## src/rtl/matmul_pkg.sv

```systemverilog
// Types and constants shared by the matmul accelerator and its result serializer.
// The CKSUM state exists only when RESULT_TX_CHECKSUM_EN is defined.
package matmul_pkg;
    localparam int BYTE_W         = 8;
    localparam int WORD_W         = 32;
    localparam int BYTES_PER_WORD = 4;
    localparam int MAX_WORDS_DEF  = 16;

    typedef enum logic [2:0] {
        ST_IDLE,
        ST_HEADER,
        ST_LOAD,
        ST_SEND
`ifdef RESULT_TX_CHECKSUM_EN
        , ST_CKSUM
`endif
    } state_t;
endpackage

```

## src/rtl/result_tx_if.sv

```systemverilog
// Handshake bundle of result_tx: frame config, word stream in, byte stream out.
// Identical with or without RESULT_TX_CHECKSUM_EN.
interface result_tx_if;
    import matmul_pkg::*;

    logic [BYTE_W-1:0] cfg_count;
    logic              cfg_valid;
    logic              cfg_ready;
    logic [WORD_W-1:0] in_data;
    logic              in_valid;
    logic              in_ready;
    logic [BYTE_W-1:0] out_data;
    logic              out_valid;
    logic              out_ready;
    logic              busy;

    modport master (
        output cfg_count, cfg_valid, in_data, in_valid, out_ready,
        input  cfg_ready, in_ready, out_data, out_valid, busy
    );
    modport slave (
        input  cfg_count, cfg_valid, in_data, in_valid, out_ready,
        output cfg_ready, in_ready, out_data, out_valid, busy
    );
endinterface

```

## src/rtl/result_tx_skid.sv

```systemverilog
// One-word prefetch buffer so the next word can arrive while the current one is sent.
// Independent of RESULT_TX_CHECKSUM_EN.
module result_tx_skid
    import matmul_pkg::*;
(
    input  logic              clk,
    input  logic              rst_n,
    input  logic              en,
    input  logic [WORD_W-1:0] in_data,
    input  logic              in_valid,
    output logic              in_ready,
    input  logic              pop,
    output logic              nxt_valid,
    output logic [WORD_W-1:0] nxt_data
);
    assign in_ready = en && !nxt_valid;

    always_ff @(posedge clk) begin
        if (!rst_n) begin
            nxt_valid <= 1'b0;
            nxt_data  <= '0;
        end else if (in_valid && in_ready) begin
            nxt_valid <= 1'b1;
            nxt_data  <= in_data;
        end else if (pop) begin
            nxt_valid <= 1'b0;
        end
    end
endmodule

```

## src/rtl/result_tx.sv

```systemverilog
// Serializes 32-bit result words into a framed byte stream: count header, LSB-first data,
// plus a trailing XOR checksum byte when RESULT_TX_CHECKSUM_EN is defined.
module result_tx
    import matmul_pkg::*;
#(
    parameter int MAX_WORDS = MAX_WORDS_DEF
) (
    input logic        clk,
    input logic        rst_n,
    result_tx_if.slave bus
);
    localparam logic [BYTE_W-1:0] MAX_CNT  = BYTE_W'(MAX_WORDS);
    localparam logic [1:0]        LAST_IDX = 2'(BYTES_PER_WORD - 1);
`ifdef RESULT_TX_CHECKSUM_EN
    localparam state_t END_ST = ST_CKSUM;
`else
    localparam state_t END_ST = ST_IDLE;
`endif

    state_t            state, state_nxt;
    logic [BYTE_W-1:0] count, words_left, words_acc, cnt_clamp;
    logic [1:0]        byte_idx;
    logic [WORD_W-1:0] shift, nxt_data;
    logic              nxt_valid, skid_ready, acc_lt, in_fire, last_byte, pop;
`ifdef RESULT_TX_CHECKSUM_EN
    logic [BYTE_W-1:0] cksum;
`endif

    assign cnt_clamp = (bus.cfg_count > MAX_CNT) ? MAX_CNT : bus.cfg_count;
    assign acc_lt    = words_acc < count;
    assign in_fire   = bus.in_valid && bus.in_ready;
    assign last_byte = (state == ST_SEND) && bus.out_ready && (byte_idx == LAST_IDX);
    // A word may land in the buffer on the same edge the FSM drops to LOAD; LOAD drains it.
    assign pop = ((state == ST_LOAD) && nxt_valid) ||
                 (last_byte && (words_left != 8'd1) && nxt_valid);

    assign bus.cfg_ready = (state == ST_IDLE);
    assign bus.busy      = (state != ST_IDLE);
    assign bus.in_ready  = ((state == ST_LOAD) && !nxt_valid && acc_lt) || skid_ready;

    result_tx_skid u_skid (
        .clk      (clk),
        .rst_n    (rst_n),
        .en       ((state == ST_SEND) && acc_lt),
        .in_data  (bus.in_data),
        .in_valid (bus.in_valid),
        .in_ready (skid_ready),
        .pop      (pop),
        .nxt_valid(nxt_valid),
        .nxt_data (nxt_data)
    );

    always_comb begin
        bus.out_valid = 1'b0;
        bus.out_data  = '0;
        case (state)
            ST_HEADER: begin bus.out_valid = 1'b1; bus.out_data = count; end
            ST_SEND:   begin bus.out_valid = 1'b1; bus.out_data = shift[BYTE_W-1:0]; end
`ifdef RESULT_TX_CHECKSUM_EN
            ST_CKSUM:  begin bus.out_valid = 1'b1; bus.out_data = cksum; end
`endif
            default: ;
        endcase
    end

    always_comb begin
        state_nxt = state;
        case (state)
            ST_IDLE:   if (bus.cfg_valid) state_nxt = ST_HEADER;
            ST_HEADER: if (bus.out_ready) state_nxt = (count != '0) ? ST_LOAD : END_ST;
            ST_LOAD:   if (nxt_valid || in_fire) state_nxt = ST_SEND;
            ST_SEND: begin
                if (last_byte) begin
                    if (words_left == 8'd1) state_nxt = END_ST;
                    else if (!nxt_valid)    state_nxt = ST_LOAD;
                end
            end
`ifdef RESULT_TX_CHECKSUM_EN
            ST_CKSUM:  if (bus.out_ready) state_nxt = ST_IDLE;
`endif
            default:   state_nxt = ST_IDLE;
        endcase
    end

    always_ff @(posedge clk) begin
        if (!rst_n) state <= ST_IDLE;
        else        state <= state_nxt;
    end

    always_ff @(posedge clk) begin
        if (!rst_n) begin
            count      <= '0;
            words_left <= '0;
            words_acc  <= '0;
            byte_idx   <= '0;
            shift      <= '0;
        end else begin
            if ((state == ST_IDLE) && bus.cfg_valid) begin
                count      <= cnt_clamp;
                words_left <= cnt_clamp;
                words_acc  <= '0;
            end
            if (in_fire) words_acc <= words_acc + 8'd1;
            if ((state == ST_LOAD) && (nxt_valid || in_fire)) begin
                shift    <= nxt_valid ? nxt_data : bus.in_data;
                byte_idx <= '0;
            end
            if ((state == ST_SEND) && bus.out_ready) begin
                shift    <= shift >> BYTE_W;
                byte_idx <= byte_idx + 2'd1;
                if (byte_idx == LAST_IDX) begin
                    words_left <= words_left - 8'd1;
                    if (pop) shift <= nxt_data;
                end
            end
        end
    end

`ifdef RESULT_TX_CHECKSUM_EN
    always_ff @(posedge clk) begin
        if (!rst_n)
            cksum <= '0;
        else if ((state == ST_IDLE) && bus.cfg_valid)
            cksum <= '0;
        else if ((state == ST_HEADER) && bus.out_ready)
            cksum <= cksum ^ count;
        else if ((state == ST_SEND) && bus.out_ready)
            cksum <= cksum ^ shift[BYTE_W-1:0];
    end
`endif
endmodule

```

## src/flat_wrapper.sv

```systemverilog
// flat-port wrapper written by rule: the top's interface ports become plain ports
module result_tx_flat import matmul_pkg::*;
#(
    parameter int MAX_WORDS = MAX_WORDS_DEF
)
  (clk, rst_n, bus_cfg_count, bus_cfg_valid, bus_in_data, bus_in_valid, bus_out_ready, bus_cfg_ready, bus_in_ready, bus_out_data, bus_out_valid, bus_busy);
  result_tx_if bus_i ();
  input logic clk;
  input logic rst_n;
  input wire logic [$bits(bus_i.cfg_count)-1:0] bus_cfg_count;
  input wire logic [$bits(bus_i.cfg_valid)-1:0] bus_cfg_valid;
  input wire logic [$bits(bus_i.in_data)-1:0] bus_in_data;
  input wire logic [$bits(bus_i.in_valid)-1:0] bus_in_valid;
  input wire logic [$bits(bus_i.out_ready)-1:0] bus_out_ready;
  output wire logic [$bits(bus_i.cfg_ready)-1:0] bus_cfg_ready;
  output wire logic [$bits(bus_i.in_ready)-1:0] bus_in_ready;
  output wire logic [$bits(bus_i.out_data)-1:0] bus_out_data;
  output wire logic [$bits(bus_i.out_valid)-1:0] bus_out_valid;
  output wire logic [$bits(bus_i.busy)-1:0] bus_busy;
  assign bus_i.cfg_count = bus_cfg_count;
  assign bus_i.cfg_valid = bus_cfg_valid;
  assign bus_i.in_data = bus_in_data;
  assign bus_i.in_valid = bus_in_valid;
  assign bus_i.out_ready = bus_out_ready;
  assign bus_cfg_ready = bus_i.cfg_ready;
  assign bus_in_ready = bus_i.in_ready;
  assign bus_out_data = bus_i.out_data;
  assign bus_out_valid = bus_i.out_valid;
  assign bus_busy = bus_i.busy;
  result_tx #(.MAX_WORDS(MAX_WORDS)) u_core (.clk(clk), .rst_n(rst_n), .bus(bus_i));
endmodule
```

## config.mk

```make
export PLATFORM = sky130hd
export DESIGN_NAME = result_tx_flat
export DESIGN_NICKNAME = d
export VERILOG_FILES = /design/src/rtl/matmul_pkg.sv /design/src/rtl/result_tx_if.sv /design/src/rtl/result_tx_skid.sv /design/src/rtl/result_tx.sv /design/src/flat_wrapper.sv
export SDC_FILE = /design/constraint.sdc
export NUM_CORES = 1
export LEC_CHECK = 0
export ABC_AREA = 1
export CORE_AREA = 2 2 102 104
export DETAILED_ROUTE_END_ITERATION = 10
export DIE_AREA = 0 0 104 106
export GPL_TIMING_DRIVEN = 0
export PLACE_DENSITY = 0.76
export SLEW_MARGIN = 20
export SYNTH_ARGS = -nofsm -noshare
export SYNTH_HDL_FRONTEND = slang
export SYNTH_SLANG_ARGS = --single-unit
```

## constraint.sdc

```tcl
create_clock -name clk -period 3.4 [get_ports clk]
set_clock_uncertainty 0.1 [all_clocks]
set_input_delay 1.02 -clock clk [delete_from_list [all_inputs] [get_ports clk]]
set_output_delay 1.02 -clock clk [all_outputs]
set_load 0.03 [all_outputs]
```

Word level (Yosys, flattened, before mapping)
Cells that the tools add are included.

operators by class
  add/subtract/negate cells = 3
  order comparisons = 2
  equal/unequal tests = 11
  multiplexer cells = 25
  reductions and logical operators = 25

operators by type and width
  cell                                                 count
  2-to-1 mux 32 bit                                    5
  2-to-1 mux 8 bit                                     6
  2-to-1 mux 3 bit                                     6
  one-hot mux 8 bit (2 select lines)                   1
  logical AND 1 bit                                    13
  one-hot mux 3 bit (4 select lines)                   1
  adder 8 x 1 -> 8 bit (second input constant)         1
  == test 8 x 1 -> 1 bit (second input constant)       1
  > comparator 8 x 5 -> 1 bit (second input constant)  1
  < comparator 8 bit                                   1
  != test 8 x 1 -> 1 bit (second input constant)       1
  nonzero test 8 bit                                   1
  subtractor 8 x 1 -> 8 bit (second input constant)    1
  == test 3 x 2 -> 1 bit (second input constant)       2
  2-to-1 mux 2 bit                                     3
  != test 2 bit (second input constant)                3
  nonzero test 2 bit                                   3
  AND reduction 5 bit                                  1
  == test 3 x 1 -> 1 bit (second input constant)       1
  zero test 3 bit                                      1
  logical OR 1 bit                                     3
  2-to-1 mux 1 bit                                     3
  != test 3 bit (second input constant)                1
  nonzero test 3 bit                                   1
  5 further kinds                                      5

word-level totals
  bits in registers = 94
  bits of input ports = 45
  output and inout bits = 12
  logic and storage cells = 74

Depth between registers and ports, before layout
  depth in word-level cells = 9
  gate-level depth with buffers = 14
  gate-level depth less buffers = 14

Cells and area by module
Synthesis repeated with hierarchy kept, for this count alone.

second synthesis, totals
  cell total of the unflattened synthesis = 919
  area, all modules = 5572.8 µm²

modules (own cells, without submodules)
  module          times used  cells an instance  area an instance (µm²)  seq. area each (µm²)
  result_tx       1           709                4196.5                  1201.2
  result_tx_skid  1           210                1376.3                  660.6

Least setup slack after synthesis
OpenSTA, ideal clock, no wires.

  kind = register to output
  start point = register u_core.state[0]
  end point = output bus_out_data[5]
  arrival = 1.322 ns
  data required time = 2.280 ns
  setup slack = 0.958 ns
  stages on the path, launching flop included = 4
  buffers on the path = 1
  cells stage by stage = dfxtp_1 buf_4 nand2_1 o21ai_0

between the ends
  word-level cells in the longest chain between the ends = 2
  elaborated cells between the ends (all ways) = 3
  those cells by class = eq/ne (2); mux (1)

ends and longest elaborated chain
  what                                                              line                RTL
  from (decl)                                                       result_tx.sv:20     state_t state, state_nxt;
  from (signal assigned)                                            result_tx.sv:87     else state <= state_nxt;
  == test 3 x 2 -> 1 bit or == test 3 x 1 -> 1 bit (tied branches)  result_tx.sv:56     case (state)
  one-hot mux 8 bit (2 select lines) (*)                            result_tx.sv:56
  to (decl)                                                         flat_wrapper.sv:17  output wire logic [$bits(bus_i.out_data)-1:0] bus_out_data;

Mark *: on every way between the ends. The rest lies on a longest branch, timed or not.

Final worst setup path
  start point = register u_core.count[7]
  end point = output bus_in_ready

between the ends
  word-level cells in the longest chain between the ends = 4
  elaborated cells between the ends (all ways) = 5
  those cells by class = order compare (1); reduce/logical (4)

ends and longest elaborated chain
  what                    line                  RTL
  from (decl)             result_tx.sv:21       logic [BYTE_W-1:0] count, words_left, words_acc, cnt_clamp;
  from (signal assigned)  result_tx.sv:99       count <= cnt_clamp;
  < comparator 8 bit (*)  result_tx.sv:30       assign acc_lt = words_acc < count;
  logical AND 1 bit       result_tx.sv:44       .en ((state == ST_SEND) && acc_lt),
  logical AND 1 bit       result_tx_skid.sv:16  assign in_ready = en && !nxt_valid;
  logical OR 1 bit (*)    result_tx.sv:39       assign bus.in_ready = ((state == ST_LOAD) && !nxt_valid && acc_lt) || skid_ready;
  to (decl)               flat_wrapper.sv:16    output wire logic [$bits(bus_i.in_ready)-1:0] bus_in_ready;

Marked as above.

==> metrics.csv <==
metric;value;unit
Critical Path Sink Type;output port;
arrival time worst endpoint;2.09;ns
cell taking the most area after synthesis;dfxtp_1;
path depth of the worst reg2reg path;12;
antenna cell count;0;
fin nets;940;
cell family contributing the most delay on the critical path;buffers and inverters;
Initial DRC Count;270;
CTS tree;built;
post-route ant nets;0;
RSZ-0062 raised after global routing;no;
area of the multi-input gates;2790;µm²
beginning of the worst hold path;u_core.words_left[0];
Core Area;10000;µm²
Worst Hold Class;reg -> reg;
worst setup margin;0.194;ns
vias in the first global route;5081;
Num CTS Buffers;9;
Worst-Skew Late Latency;0.37;ns
area delta synth->final;17.1;%
drt pass-1 iters;6;
Core Util, Final;0.622;
DP Worst Slack;0.326;ns
status;completed;
Slew @ Worst Pin;0.611;ns
GR Overflow Total;0;
Buf/Inv on CP;2;
worst path cell trace;inv_1 -> ha_1 -> nand2_1 -> nand4_1 -> nor2_2 -> a21boi_4 -> dlygate4sd2_1;
Max Cap Violations;0;
HPWL Detailed;10800;µm
crit start category;flip-flop;
Cells after Synth;817;
mapped cell area;5310;µm²
worst vdd ir;0.000221;V
via count;5572;
hold_buf cts;0;
clock sink total;93;
fin. max-slew vios;0;
Worst Path Required;2.28;ns
initial antenna violation count;0;
Seq. cell area;1860;µm²
leading post-synthesis cells by cell area;dfxtp_1 (35%), nand2_1 (13%), a21oi_1 (8.5%), nand3_1 (8.5%), inv_1 (7.0%);
boundary pin count;57;
Avg Inst Size Synth;6.50;µm²
pwr dens;450;nW/µm²
Post-synth EDFFs;0;
Crit Path Category;reg -> out;
Final setup viols;0;
GP Congestion;0.898;
fmax;312;MHz
Finished Layout Cells;1025;
Reg2Reg Setup Slack;1.13;ns
fin crit period;3.21;ns
largest net degree at the start of global routing;15;
first-pass GRT wire length;23800;µm
post-CTS sizing;1;
CTS Root Cell;clkbuf_8;
Post-Route WL;14700;µm
Reg-to-Reg Start;u_core.count[7];
die area;11000;µm²
Initial Util;0.531;
routed len/inst;14.3;µm
GRT Total Usage;0.264;
vias per cell;5.44;
CP max-delay cell;dlygate4sd2_1;
Worst Path Max Fanout;4;
final period utilization;0.943;
number of post-CTS setup repair buffers;0;
commonest non-fill, non-tap cell in the layout;nand2_1;
ratio of cells with drive above 1 in the final layout;0.0607;
CTS max path bufs;2;
leakage;0.00277;µW
port buffer count;56;
YS warnings;0;
hold path cells;1;
total power;2800;µW
Yosys reg bits;93;
Rows;37;
placed insts;1009;
Async SR Flop Fraction;0;
CTS clock-pin slew for the worst setup and hold paths;0.09;ns
Synth top area share;0.351;
slew margin rel.;0.592;
max incr delay on CP;0.43;ns
ys flop type;dfxtp_1;
drt drc;0;
Hold Fails Final Rpt;0;
post-synthesis cell type count;42;
H-Tree Depth;3;
Synthesized Nets;873;
post-synthesis sequential area ratio;0.351;
worst r2r dst;u_core.shift[6];
hold worst-path end;u_core.words_left[0];
most frequent cells in the layout;nand2_1 (185), inv_1 (99), dfxtp_1 (93);
Die X;104;µm
setup TNS;0;ns
# fillers;1015;
Die Height;106;µm
worst reg2reg max path, cell delays in order (launching register included):
cell and delay, ns:
dfxtp_1 0.33, inv_1 0.09, ha_1 0.30, nand2_1 0.07, nor2_1 0.24, nand2_1 0.11, nand3_2 0.18, nand2_1 0.10
nand2_2 0.15, buf_2 0.28, nand3_1 0.10, nand2_1 0.08, nor2_1 0.04
worst max path at each step:
stage	start	endpoint	cells after the start
floorplan	u_core.state[0]	bus_out_data[5]	3
global placement	u_core.count[7]	bus_in_ready	7
detailed placement	u_core.count[7]	bus_in_ready	7
CTS	u_core.count[7]	bus_in_ready	7
global route	u_core.count[7]	bus_in_ready	7
finish	u_core.count[7]	bus_in_ready	7
metal layers:
metal	wire length (µm)	track usage	vias up
li1	-	-	2785
met1	6700	0.353	2582
met2	6780	0.436	183
met3	949	0.0441	22
met4	254	0.0917	0
met5	0	0	-
where the power goes:
part           total, µW  internal, µW  leakage, µW  switching (µW)
logic                883           321      0.00193             562
registers           1210          1170     0.000751            37.5
clock network        708           306    0.0000857             402
total               2800          1800      0.00277            1000
kinds of logic (layout without fill, tap and decap cells):
family                   Yosys count  count (layout)  share of synthesized area
AND/OR/NAND/NOR                  365             365                      0.300
AO/OA/AOI/OAI                    186             186                      0.189
buffers and inverters            156             228                      0.124
flip-flops                        93              93                      0.351
adder cells (fa/ha/maj)           11              11                     0.0259
multiplexers                       4               4                    0.00754
XOR/XNOR                           2               2                    0.00330
registers in the layout (all words and copies together) (netlist names):
signal                   flops
u_core.byte_idx              2
u_core.state                 2
u_core.words_acc             8
u_core.words_left            8
u_core.u_skid.nxt_valid      1
u_core.shift                32
u_core.u_skid.nxt_data      32
u_core.count                 8
area by class of cell:
class,count,share of cell area
flip-flops and latches,93,0.299
clock buffers,13,0.0256
well taps,136,0.0274
repair buffers,56,0.0899
inverters,104,0.0630
multi-input cells,568,0.449
plain buffers,52,0.0429
clock inverters,3,0.00322
synth_stat cells (2+ instances only):
master    count
buf_6         5
buf_2        16
nor2_1       65
nand2_4       3
inv_1        99
clkinv_1      3
nand3_2       2
nand3b_1      2
ha_1         11
xor2_1        2
o211ai_1      2
and2_1        2
a21oi_1      90
a31oi_1       3
a22o_1        4
o21ai_1       8
dfxtp_1      93
clkbuf_1     23
buf_4         3
mux2i_1       4
a311oi_1      3
o22ai_1      10
nand2_1     185
nor2_2        2
nand3_1      90
o21ai_0      61
nor3_1        5
clkbuf_2      2
nand2_2       2
nand4_1       3
buf_1         3
per-stage QoR:
| step | hold WS [ns] | cell area, µm² |
|---|---|---|
| final | 0.364 | 6220 |
| after global routing | 0.387 | 6220 |
| after CTS | 0.369 | 6220 |
| after detailed placement | 0.354 | 6040 |
| after global placement | 0.346 | 6040 |
| after floorplan | 0.331 | 5310 |
(Power assumes the default switching activity.)
